==> config.mk <==
export PLATFORM = sky130hd
export DESIGN_NAME = round_key_store
export DESIGN_NICKNAME = d
export VERILOG_FILES = /design/src/rtl/aes_pkg.sv /design/src/rtl/rcon_checker.sv /design/src/rtl/round_key_store.sv
export SDC_FILE = /design/constraint.sdc
export NUM_CORES = 2
export LEC_CHECK = 0
export BUFFER_PORTS_ARGS = -buffer_cell sky130_fd_sc_hd__buf_4
export CAP_MARGIN = 40
export CORE_ASPECT_RATIO = 1.75
export CORE_UTILIZATION = 61
export CTS_CLUSTER_DIAMETER = 40
export DETAILED_ROUTE_END_ITERATION = 16
export HOLD_SLACK_MARGIN = 0.08
export PLACE_DENSITY = 0.78
export SYNTH_ARGS = -nofsm -noshare
export SYNTH_HDL_FRONTEND = slang
export SYNTH_HIERARCHICAL = 1
export SYNTH_SLANG_ARGS = --single-unit
==> constraint.sdc <==
create_clock -name clock -period 25.6 [get_ports clock]
set_input_delay 5.12 -clock clock [delete_from_list [all_inputs] [get_ports clock]]
set_output_delay 5.12 -clock clock [all_outputs]
set_load 0.02 [all_outputs]
==> src/rtl/aes_pkg.sv <==
// Shared AES key-schedule definitions: Rcon table, round-key count, store states
// and a byte-lane helper (lane 0 is the most significant byte).
package aes_pkg;

  localparam int unsigned NUM_ROUND_KEYS = 11;

  localparam logic [7:0] RCON [10] = '{
    8'h01, 8'h02, 8'h04, 8'h08, 8'h10, 8'h20, 8'h40, 8'h80, 8'h1b, 8'h36
  };

  typedef enum logic [1:0] {StIdle, StFill, StReady} store_state_e;

  // Expected Rcon for round-key slot idx (1..10); 0 outside that range.
  function automatic logic [7:0] rcon_lookup(input logic [3:0] idx);
    logic [3:0] pos;
    logic [7:0] r;
    r   = 8'h00;
    pos = idx - 4'd1;
    if (idx >= 4'd1 && idx <= 4'd10) r = RCON[pos];
    return r;
  endfunction

  function automatic logic [7:0] key_byte(input logic [127:0] k, input logic [3:0] lane);
    logic [127:0] s;
    s = k << {lane, 3'b000};
    return s[127:120];
  endfunction

endpackage

==> src/rtl/rcon_checker.sv <==
// Combinational Rcon check: looks up the expected Rcon for a slot index and flags
// a mismatch. Slot 0 carries the cipher key and is never flagged.
module rcon_checker
  import aes_pkg::*;
(
  input  logic [3:0] slot,
  input  logic [7:0] rcon,
  output logic       mismatch
);

  logic [7:0] expected;

  always_comb begin
    expected = rcon_lookup(slot);
    mismatch = (slot != 4'd0) && (rcon != expected);
  end

endmodule

==> src/rtl/round_key_store.sv <==
// Captures the 11 AES-128 round keys from the expansion queue into a register file
// and serves registered forward/inverse reads once the full set is present.
module round_key_store
  import aes_pkg::*;
#(
  parameter int unsigned KEY_W      = 128,
  parameter int unsigned ROUNDS     = 10,
  parameter bit          CHECK_RCON = 1'b1
) (
  input  logic             clock,
  input  logic             reset,
  input  logic             load,
  input  logic [KEY_W-1:0] k_in,
  input  logic [7:0]       rcon_in,
  input  logic             empty_in,
  input  logic             rd_req,
  input  logic             rd_dir,
  input  logic [3:0]       rd_round,
  output logic [KEY_W-1:0] rd_key,
  output logic             rd_valid,
  output logic             full,
  output logic             busy,
  output logic [3:0]       count,
  output logic             rcon_err
);

  localparam logic [3:0] LAST = 4'(ROUNDS);

  store_state_e     state;
  logic [KEY_W-1:0] slots [NUM_ROUND_KEYS];
  logic             rcon_bad;
  logic             rcon_fail;
  logic             word_in;
  logic             slot_we;
  logic [3:0]       rd_idx;

  rcon_checker u_rcon_checker (
    .slot     (count),
    .rcon     (rcon_in),
    .mismatch (rcon_bad)
  );

  assign rcon_fail = CHECK_RCON && rcon_bad;
  // load wins over a same-cycle word, so the word is never captured
  assign word_in   = (state == StFill) && !empty_in && !load;
  assign slot_we   = !reset && word_in && !rcon_fail;
  assign rd_idx    = rd_dir ? (LAST - rd_round) : rd_round;

  always_ff @(posedge clock) begin
    if (reset) begin
      state    <= StIdle;
      full     <= 1'b0;
      busy     <= 1'b0;
      count    <= 4'd0;
      rcon_err <= 1'b0;
      rd_valid <= 1'b0;
      rd_key   <= '0;
    end else begin
      if (rd_req && full && !load) begin
        rd_valid <= 1'b1;
        rd_key   <= (rd_round > LAST) ? '0 : slots[rd_idx];
      end else begin
        rd_valid <= 1'b0;
      end

      if (load) begin
        state    <= StFill;
        count    <= 4'd0;
        full     <= 1'b0;
        rcon_err <= 1'b0;
        busy     <= 1'b1;
      end else if (word_in) begin
        if (rcon_fail) begin
          rcon_err <= 1'b1;
          state    <= StIdle;
          busy     <= 1'b0;
          count    <= 4'd0;
        end else begin
          count <= count + 4'd1;
          if (count == LAST) begin
            state <= StReady;
            full  <= 1'b1;
            busy  <= 1'b0;
          end
        end
      end
    end
  end

  // Slot contents survive reset; they are only reachable once full is set again.
  always_ff @(posedge clock) begin
    if (slot_we) slots[count] <= k_in;
  end

endmodule

==> flow_metrics.py <==
metrics = {
    "final_layout": {
        "areaGrowthSynthToFinish_pct": 13.7,
        "nets": 3957,
        "finish.utilization_pct": 70.2,
        "stdcell_area_um2": 66200,
        "drive_gt1_share_pct": 14.7,
    },
    "sta": {
        "period_share_pct": 34.6,
        "grt_setup_unrepaired": "false",
        "setup_viol_count_final": 0,
        "worst_pin_slew_ps": 1170,
        "skew_ps": 29.5,
        "whs_ps": 463,
        "max_freq_ghz": 0.113,
        "layout_min_cycle_time_ps": 8860,
        "hold_viol": 0,
        "slew_viol_final": 0,
        "slew_headroom_pct": 21.9,
        "setup_ws_ps": 16740,
        "fin_tns_setup_ps": 0,
    },
    "worst_setup_path": {
        "r2r_slack_ps": 20150,
        "crit_type": "in -> reg",
        "worstReg2RegEnd": "slots[3][107]",
        "worstPathMaxFanout": 165,
        "end_kind": "flip-flop",
        "r2r-start": "count[2]",
        "arrival_ps": 9490,
        "cp.required_ps": 26240,
        "reg2reg_depth": 10,
        "start_kind": "primary input",
    },
    "floorplan": {
        "fp.dieW_um": 235,
        "start_util_pct": 61.7,
        "die_y_um": 411,
        "die_area_um2": 96700,
        "rows": 149,
        "ioPinCount": 282,
        "design.core.area_um2": 94300,
    },
    "logic_synthesis": {
        "synth.avg_cell_area_um2": 16.4,
        "syn-cell-area_um2": 58200,
        "synth_area_leaders": "edfxtp_1, mux2i_1, nand2_1",
        "synthArstFlopShare_pct": 0,
        "synth.distinct_cells": 52,
        "synth-edff-count": 1408,
        "synthTopCellsByCount": "edfxtp_1, nand2_1, mux2i_1, a32o_1, dfxtp_1",
        "yosysTopAreaCellShare_pct": 72.7,
        "syn_nets": 3705,
        "synth-seq-cells": 1545,
        "yosysMostFrequentCell": "edfxtp_1",
        "synth_top_cell_by_area": "edfxtp_1",
        "yosys_warnings": 6,
        "synth-main-ff-cell": "edfxtp_1",
        "ys_seq_area_share_pct": 77.4,
        "syn_inst": 3554,
    },
    "detailed_routing": {
        "drtIter0Drc": 3220,
        "drc": 0,
        "dr.pass1.iters": 9,
        "postRouteAntennaNets": 0,
        "wirelength_um": 139000,
        "via_per_inst": 6.50,
        "num_vias": 33337,
        "wl_per_cell_um": 27.1,
    },
    "grt": {
        "use_met1_pct": 38.3,
        "grt_pass1_wl_um": 206000,
        "grt_use_total_pct": 28.9,
        "met3_usage_pct": 6.56,
        "grt.busiest_layer": "met2",
        "antenna_found_initial": 20,
        "grt_use_met2_pct": 47.0,
        "grt_max_degree": 188,
        "gr-total-overflow": 0,
        "grt_pass1_vias": 33233,
    },
    "clock_tree": {
        "htree_levels": 4,
        "post_cts_buffers": 0,
        "clock_tree.buffer_depth": 3,
        "clock_latency_ps": 760,
        "cts_made_buffers": 134,
        "clock-sinks": 1545,
        "cts_resized": 0,
        "cts_root_buffer": "clkbuf_16",
        "cts.hold.buffers_added": 0,
        "clkTransAtPathRegs_ps": 60,
        "cts_tree": "built",
    },
    "pwr": {
        "seqPwrFrac_pct": 55.0,
        "swShare_pct": 21.2,
        "powerDensity_nw_per_um2": 75.6,
        "power_frac_clock_pct": 39.7,
        "power.leakage_nw": 22.9,
        "power.internal_mw": 3.94,
        "peakVddDrop_mv": 0.0687,
        "switchingPower_mw": 1.06,
        "pwr-share-comb_pct": 5.3,
    },
    "flow_run": {
        "max_cap_viol_count": 0,
    },
    "placement": {
        "portBuffers": 281,
        "place.gp.congestion": 0.771,
        "hpwl_um": 70000,
        "dp_slack_ps": 16120,
        "place_area_um2": 61800,
    },
    "hold_path": {
        "hold_path_end": "rd_key[119]",
        "whs_path_depth": 2,
        "hold_class": "reg -> reg",
        "hp-start": "rd_key[119]",
    },
    "status": {
        "outcome": "completed",
    },
}
## worst max-delay path by stage
| stage | from | endpoint | slack, ps | cells after the start |
|---|---|---|---|---|
| floorplan | rcon_in[2] | slots[10][0] | 10070 | 5 |
| global placement | rd_round[0] | rd_key[43] | 15960 | 9 |
| detailed placement | rd_round[0] | rd_key[122] | 16120 | 10 |
| CTS | rd_round[0] | rd_key[122] | 16880 | 10 |
| global route | rd_round[0] | rd_key[126] | 16560 | 10 |
| finish | rd_round[0] | rd_key[122] | 16740 | 10 |
## power groups by stage
stage | sequential, mW | clock [mW] | combinational (mW)
after floorplan | 2.81 | 0 | 0.164
after global placement | 2.81 | 0 | 0.252
after detailed placement | 2.81 | 0 | 0.264
after CTS | 2.75 | 2.00 | 0.266
after global routing | 2.75 | 2.10 | 0.286
final | 2.75 | 1.98 | 0.267
## worst max-delay path, stage by stage
cell	delay (ps)
buf_8	590
ha_1	400
a21oi_4	160
buf_12	610
buf_12	690
buf_4	500
buf_16	310
nand2_1	110
a32o_1	270
o311ai_1	300
## routing by layer
metal	share of wire [%]	vias to the layer above
met4	2.6	26
met5	0.13	-
met2	49	1739
met3	9.3	275
met1	39	16852
li1	-	14445
## state kept, by name (all words and copies together), names as in the netlist
signal / flops
rd_valid: 1
rcon_err: 1
busy: 1
rd_key: 128
full: 1
state: 1
slots: 1408
count: 4
## stage by stage
stage,total power [mW],cells
final,5.00,5131
after CTS,5.02,5123
after detailed placement,3.07,4877
after floorplan,2.97,3554
after global placement,3.06,4855
after global routing,5.13,5130
## cell type report
cell class                      instances  area, um2
Antenna cell                            7       17.5
Clock buffer                          169       3630
Clock inverter                         77        689
Fill cell                            5872      28100
Inverter                                6       22.5
Multi-Input combinational cell       1770      12200
Sequential cell                      1545      45000
Tap cell                             1208       1510
Timing Repair Buffer                  349       3130
## placed cells by master (no fill, tap or decap), types with 3 or more instances in the layout
| cell type | synthesis | final |
|---|---|---|
| edfxtp_1 | 1408 | 1408 |
| nand2_1 | 772 | 772 |
| mux2i_1 | 385 | 385 |
| buf_4 | 30 | 318 |
| a32o_1 | 254 | 254 |
| dfxtp_1 | 137 | 137 |
| clkbuf_16 | 0 | 136 |
| o211ai_1 | 127 | 127 |
| o311ai_1 | 127 | 127 |
| clkbuf_1 | 134 | 23 |
| clkinv_2 | 0 | 22 |
| clkinv_1 | 0 | 19 |
| buf_16 | 0 | 17 |
| inv_6 | 0 | 16 |
| nor2_1 | 14 | 13 |
| buf_12 | 0 | 13 |
| and2_4 | 0 | 11 |
| clkbuf_8 | 0 | 10 |
| bufinv_16 | 0 | 8 |
| diode_2 | 0 | 7 |
| inv_1 | 6 | 6 |
| nor2b_1 | 8 | 6 |
| a21oi_1 | 7 | 6 |
| clkinvlp_4 | 0 | 6 |
| o21ai_0 | 5 | 5 |
| ha_1 | 5 | 5 |
| nor3_1 | 5 | 4 |
| nand2b_1 | 4 | 4 |
| clkinv_8 | 0 | 4 |
| xnor2_1 | 3 | 3 |
| a32oi_1 | 3 | 3 |
| a31oi_1 | 4 | 3 |
## logic make-up after synthesis
kind of cell | share of synthesized area (%)
adders and majority gates | 0.108
buffers and inverters | 1.90
xor gates and xnor gates | 0.0753
muxes | 6.62
DFF | 77.4
AOI/OAI and AO/OA | 8.33
and+or+nand+nor | 5.59
No activity file was read; power rests on OpenSTA's default activity.
